<file path="src/rtl/sd_image_reader.sv">
// rtl/sd_image_reader.sv - fetches a fixed run of SD sectors and streams the words into the image FIFO
module sd_image_reader #(
  parameter logic [31:0] START_SEC = 32'd20000,
  parameter logic [15:0] SEC_NUM   = 16'd1200,
  parameter logic [10:0] SPACE_TH  = 11'd1536
) (
  input  logic        SD_clk_ref,
  input  logic        sys_rst_n,
  input  logic        sd_init_done,
  input  logic        sys_image_read_req,
  input  logic        rd_busy,
  input  logic        rd_val_en,
  input  logic [15:0] rd_val_data,
  output logic        rd_start_en,
  output logic [31:0] rd_sec_addr,
  input  logic        rd_sdfifo_full_flag,
  input  logic [10:0] rd_sdfifo_len,
  output logic        rd_sd_wfifo_req_en,
  output logic [15:0] rd_sd_wfifo_data,
  output logic        rd_sd_image_done_n,
  output logic [15:0] sec_cnt,
  output logic        rd_err
);

  typedef enum logic [2:0] {
    ST_IDLE,
    ST_WAIT_SPACE,
    ST_START,
    ST_WAIT_BUSY_H,
    ST_WAIT_BUSY_L,
    ST_NEXT,
    ST_DONE
  } state_t;

  state_t      r_state;
  state_t      w_next_state;
  logic        r_req_d;
  logic        r_start_en;
  logic [31:0] r_sec_addr;
  logic [15:0] r_sec_cnt;
  logic [8:0]  r_word_cnt;
  logic        r_wr_en;
  logic [15:0] r_wr_data;
  logic        r_done_n;
  logic        r_err;

  logic        w_req_rise;
  logic        w_accept;
  logic        w_in_sector;
  logic        w_word_in;
  logic        w_space_ok;
  logic [15:0] w_sec_cnt_inc;
  logic        w_last_sec;

  // A request is only honoured while no image transfer is in flight.
  assign w_req_rise    = sys_image_read_req & ~r_req_d;
  assign w_accept      = w_req_rise & sd_init_done &
                         ((r_state == ST_IDLE) || (r_state == ST_DONE));
  // Words are only accepted between the start pulse and the end of the sector.
  assign w_in_sector   = (r_state == ST_WAIT_BUSY_H) || (r_state == ST_WAIT_BUSY_L);
  assign w_word_in     = rd_val_en & w_in_sector;
  // A whole sector (256 words) must fit before it is requested.
  assign w_space_ok    = (rd_sdfifo_len < SPACE_TH) & ~rd_sdfifo_full_flag & ~rd_busy;
  assign w_sec_cnt_inc = r_sec_cnt + 16'd1;
  assign w_last_sec    = (w_sec_cnt_inc == SEC_NUM);

  assign rd_start_en        = r_start_en;
  assign rd_sec_addr        = r_sec_addr;
  assign rd_sd_wfifo_req_en = r_wr_en;
  assign rd_sd_wfifo_data   = r_wr_data;
  assign rd_sd_image_done_n = r_done_n;
  assign sec_cnt            = r_sec_cnt;
  assign rd_err             = r_err;

  // State register.
  always_ff @(posedge SD_clk_ref or negedge sys_rst_n) begin
    if (!sys_rst_n) r_state <= ST_IDLE;
    else            r_state <= w_next_state;
  end

  // Next-state decode for the sector sequencing.
  always_comb begin
    w_next_state = r_state;
    case (r_state)
      ST_IDLE, ST_DONE: if (w_accept) w_next_state = ST_WAIT_SPACE;
      ST_WAIT_SPACE:    if (w_space_ok) w_next_state = ST_START;
      ST_START:         w_next_state = ST_WAIT_BUSY_H;
      ST_WAIT_BUSY_H:   if (rd_busy) w_next_state = ST_WAIT_BUSY_L;
      ST_WAIT_BUSY_L:   if (!rd_busy) w_next_state = ST_NEXT;
      ST_NEXT:          w_next_state = w_last_sec ? ST_DONE : ST_WAIT_SPACE;
      default:          w_next_state = ST_IDLE;
    endcase
  end

  // Request edge detector and the one-cycle sector start pulse.
  always_ff @(posedge SD_clk_ref or negedge sys_rst_n) begin
    if (!sys_rst_n) begin
      r_req_d    <= 1'b0;
      r_start_en <= 1'b0;
    end else begin
      r_req_d    <= sys_image_read_req;
      r_start_en <= (w_next_state == ST_START);
    end
  end

  // Per-sector word counter, cleared as each sector is launched.
  always_ff @(posedge SD_clk_ref or negedge sys_rst_n) begin
    if (!sys_rst_n)                 r_word_cnt <= 9'd0;
    else if (r_state == ST_START)   r_word_cnt <= 9'd0;
    else if (w_word_in)             r_word_cnt <= r_word_cnt + 9'd1;
  end

  // Registered FIFO write; a word arriving while the FIFO is full is dropped.
  always_ff @(posedge SD_clk_ref or negedge sys_rst_n) begin
    if (!sys_rst_n) begin
      r_wr_en   <= 1'b0;
      r_wr_data <= 16'd0;
    end else begin
      r_wr_en <= w_word_in & ~rd_sdfifo_full_flag;
      if (w_word_in && !rd_sdfifo_full_flag) r_wr_data <= rd_val_data;
    end
  end

  // Image progress: sector address, completed-sector count and done flag.
  always_ff @(posedge SD_clk_ref or negedge sys_rst_n) begin
    if (!sys_rst_n) begin
      r_sec_addr <= START_SEC;
      r_sec_cnt  <= 16'd0;
      r_done_n   <= 1'b1;
    end else if (w_accept) begin
      r_sec_addr <= START_SEC;
      r_sec_cnt  <= 16'd0;
      r_done_n   <= 1'b1;
    end else if (r_state == ST_NEXT) begin
      r_sec_addr <= r_sec_addr + 32'd1;
      r_sec_cnt  <= w_sec_cnt_inc;
      if (w_last_sec) r_done_n <= 1'b0;
    end
  end

  // Sticky error: short/long sector or a word lost to a full FIFO.
  always_ff @(posedge SD_clk_ref or negedge sys_rst_n) begin
    if (!sys_rst_n)
      r_err <= 1'b0;
    else if (w_accept)
      r_err <= 1'b0;
    else if (((r_state == ST_NEXT) && (r_word_cnt != 9'd256)) ||
             (w_word_in && rd_sdfifo_full_flag))
      r_err <= 1'b1;
  end

endmodule

</file>
<file path="config.mk">
export PLATFORM = sky130hd
export DESIGN_NAME = sd_image_reader
export DESIGN_NICKNAME = d
export VERILOG_FILES = /design/src/rtl/sd_image_reader.sv
export SDC_FILE = /design/constraint.sdc
export NUM_CORES = 1
export LEC_CHECK = 0
export CAP_MARGIN = 20
export CORE_UTILIZATION = 32
export DETAILED_ROUTE_END_ITERATION = 8
export SLEW_MARGIN = 20
export SYNTH_ARGS = -nofsm -noshare
export SYNTH_HDL_FRONTEND = slang
export SYNTH_SLANG_ARGS = --single-unit
</file>
<file path="constraint.sdc">
create_clock -name SD_clk_ref -period 2.5 [get_ports SD_clk_ref]
set_input_delay 0.375 -clock SD_clk_ref [delete_from_list [all_inputs] [get_ports SD_clk_ref]]
set_output_delay 0.375 -clock SD_clk_ref [all_outputs]
set_load 0.03 [all_outputs]
</file>
==> results.py, run 1 <==
metrics = {
    "pwr": {
        "leakage_nw": 2.24,
        "p_int_w": 0.00373,
        "p_sw_w": 0.00259,
        "vdd_drop_max_uv": 381,
        "comb_power_share_pct": 42.7,
        "clock_power_share_pct": 21.2,
        "p_sw_share_pct": 41.0,
        "power_density_nw_per_um2": 1130,
        "seqPwrFrac_pct": 36.2,
    },
    "place": {
        "dp_hpwl_um": 7170,
        "gp_congestion": 0.807,
        "dp.cells": 688,
        "port-buffer-count": 92,
        "placed_area_um2": 5310,
    },
    "sta": {
        "period_share_pct": 91.7,
        "slew_violations": 0,
        "min_period_ns": 2.29,
        "rsz0062_at_grt": "no",
        "fmax_mhz": 436,
        "setup_viol": 0,
        "max_slew_margin_pct": 62.1,
        "skew_ns": 0.00546,
        "tns_ns": 0,
        "hold_violations": 0,
        "tightestPinTransition_ns": 0.566,
    },
    "logic_synthesis": {
        "ys_ff_latch": 81,
        "synth_top_cell_area_share_pct": 45.7,
        "synth_top_cell_by_area": "dfrtp_1",
        "synth_cell_type_count": 55,
        "synth_edf_count": 0,
        "avgSynthCellArea_um2": 9.73,
        "netlist_instances": 422,
        "synth-seq-area-share_pct": 49.6,
        "synth_common_cells": "dfrtp_1, nor2_1, nand2_1",
        "synthTopCellsByArea": "dfrtp_1, mux2_2, nor2_1",
        "syn-num-nets": 460,
        "ys.flop_type": "dfrtp_1",
        "ys_async_sr_fraction_pct": 100,
        "yosysMostFrequentCell": "dfrtp_1",
        "synth_area_um2": 4110,
        "synth_warnings": 0,
    },
    "cts": {
        "clk_latency_ns": 0.33,
        "htreeDepth": 3,
        "cts.clk_slew.worst_paths_ns": 0.06,
        "cts_max_path_buffers": 2,
        "cts_tree": "done",
        "cts_hold_buf": 0,
        "cts_sinks": 81,
        "cts_root_buf": "clkbuf_16",
        "cts_buffers": 9,
    },
    "die": {
        "die_area_um2": 13300,
        "dieHeight_um": 115,
        "fp.coreArea_um2": 12600,
        "die_w_um": 115,
        "ioPinCount": 102,
        "rows": 41,
        "start_util_pct": 32.7,
    },
    "global_routing": {
        "first_global_vias": 3318,
        "grt_max_degree": 42,
        "grt_first_pass_wirelength_um": 16600,
        "antenna_found_initial": 0,
        "grt_overflow_total": 0,
        "grt_use_total_pct": 15.9,
    },
    "critical_path": {
        "cp_slowest_cell": "or4b_2",
        "cp.required_ns": 2.76,
        "r2r-start": "sec_cnt[0]$_DFFE_PN0P_",
        "startpoint": "sec_cnt[0]$_DFFE_PN0P_",
        "critPathLaunchType": "flop",
        "worst-setup-path-type": "flop to flop",
        "crit_family": "simple AND/OR/NAND/NOR gates",
        "ff2ff_path_depth": 7,
        "crit_chain": "ha_1 > nand3_1 > or4b_2 > a221o_1 > a2111oi_2 > nor2_1 > o21ai_1",
        "cpPeakStageDelay_ns": 0.62,
        "regToRegSetupSlack_ns": 0.21,
        "r2r-end": "r_state[2]$_DFF_PN0_",
        "arrival_ns": 2.55,
        "worstPathBufferInverterCount": 0,
        "critPathMaxFanout": 6,
        "crit_path_end_kind": "flop",
    },
    "cells_and_area": {
        "fillers": 1222,
        "diodes": 0,
        "area_growth_pct": 36.8,
        "final_util_pct": 44.7,
        "final_nets": 565,
        "stdcell_count": 704,
        "final_layout_size_suffix_gt1_share_pct": 13.7,
        "design_area_um2": 5620,
    },
    "route": {
        "dr.pass1.iters": 4,
        "ant_nets": 0,
        "num_vias": 3414,
        "drc": 0,
        "wl_per_cell_um": 14.3,
        "dr.first_iter.drc_count": 169,
        "vias_per_cell": 4.85,
        "wl_um": 10000,
    },
    "worst_hold_path": {
        "hold_class": "input port to async pin",
    },
    "flow_run": {
        "maxCapViolations": 0,
    },
    "run_status": {
        "status": "completed",
    },
}
==> worst register-to-register path, cell delays in order (launching register included) <==
cell and delay [ns]:
dfrtp_1 0.43, ha_1 0.23, nand3_1 0.10, or4b_2 0.62
a221o_1 0.32, a2111oi_2 0.29, nor2_1 0.08, o21ai_1 0.14
==> routing by layer <==
layer	share of wire [%]	wire, um	track usage, %
met4	1.1	106	4.24
met1	49	4920	22.2
met5	0	0	0
met3	3.6	361	3.58
met2	46	4640	24.9
==> layout by cell type, fill, tap and decap left out, types with 12 or more instances in the layout <==
cell type | synthesis | routed
nand3_1 | 22 | 22
buf_4 | 0 | 15
dfrtp_1 | 75 | 75
xnor2_1 | 20 | 20
nand2_1 | 48 | 48
o21ai_0 | 29 | 29
clkdlybuf4s50_1 | 0 | 91
nor3_1 | 12 | 12
mux2_2 | 17 | 17
xor2_1 | 15 | 15
a21oi_1 | 14 | 14
nand4_1 | 12 | 12
nor2_1 | 50 | 50
or3_1 | 12 | 12
==> flip-flops by register name, indices dropped and copies added (netlist names) <==
register and flops:
rd_sec_addr 32, rd_sd_wfifo_data 16, sec_cnt 16, r_word_cnt 9, r_state 3, r_req_d 1
rd_err 1, rd_sd_image_done_n 1, rd_sd_wfifo_req_en 1, rd_start_en 1
==> power by group through the flow <==
stage	sequential [W]	combinational (W)	clock (W)
floorplan	0.00299	0.000832	0
global placement	0.00229	0.00269	0
detailed placement	0.00231	0.00272	0
CTS	0.00229	0.00273	0.00138
global route	0.00238	0.00290	0.00143
finish	0.00229	0.00270	0.00134
==> kinds of logic after synthesis <==
| family | share of synthesized area [%] |
|---|---|
| XOR/XNOR | 7.47 |
| AO/OA/AOI/OAI | 9.60 |
| buffers and inverters | 2.22 |
| flip-flops | 49.6 |
| AND/OR/NAND/NOR | 24.5 |
| multiplexers | 5.39 |
| adder cells (fa/ha/maj) | 1.22 |
==> cell type report <==
class | instances | area [um2] | share of cell area (%)
Sequential cell | 81 | 2030 | 36.2
Multi-Input combinational cell | 319 | 1990 | 35.4
Timing Repair Buffer | 107 | 1040 | 18.6
Clock buffer | 9 | 225 | 4.01
Tap cell | 172 | 215 | 3.83
Clock inverter | 7 | 77.6 | 1.38
Inverter | 9 | 33.8 | 0.601
==> metrics by stage <==
stage          total power, W  setup WS, ns  hold slack [ns]
2_1_floorplan         0.00382         0.203           0.0794
3_3_place_gp          0.00498         0.119            0.399
3_5_place_dp          0.00503        0.0292            0.411
4_1_cts               0.00640         0.200           0.0512
5_1_grt               0.00671       0.00600           0.0645
6_report              0.00633         0.206           0.0241
==> how the worst max path moves through the flow <==
stage                     depth (start not counted)  slack (ns)                          end
after floorplan                                   6        0.20         r_state[0]$_DFF_PN0_
after global placement                            7        0.12  rd_sec_addr[19]$_DFFE_PN0P_
after detailed placement                          7        0.03  rd_sec_addr[19]$_DFFE_PN0P_
after CTS                                         7        0.20         r_state[2]$_DFF_PN0_
after global routing                              7       0.006         r_state[2]$_DFF_PN0_
final                                             7        0.21         r_state[2]$_DFF_PN0_
==> timing repair <==
action | in CTS | in global routing
setup buffers | 0 | 0
setup endpoints to repair | 0 | 1
gates resized for setup | 0 | 1
hold endpoints to repair | 0 | 0
No activity file was read; power rests on OpenSTA's default activity.
==> run 2, diff against run 1 <==
Settings changed: ABC_AREA set to 0.
==> results of run 2 <==
Final layout, timing and power as in run 1 (identical DEF).
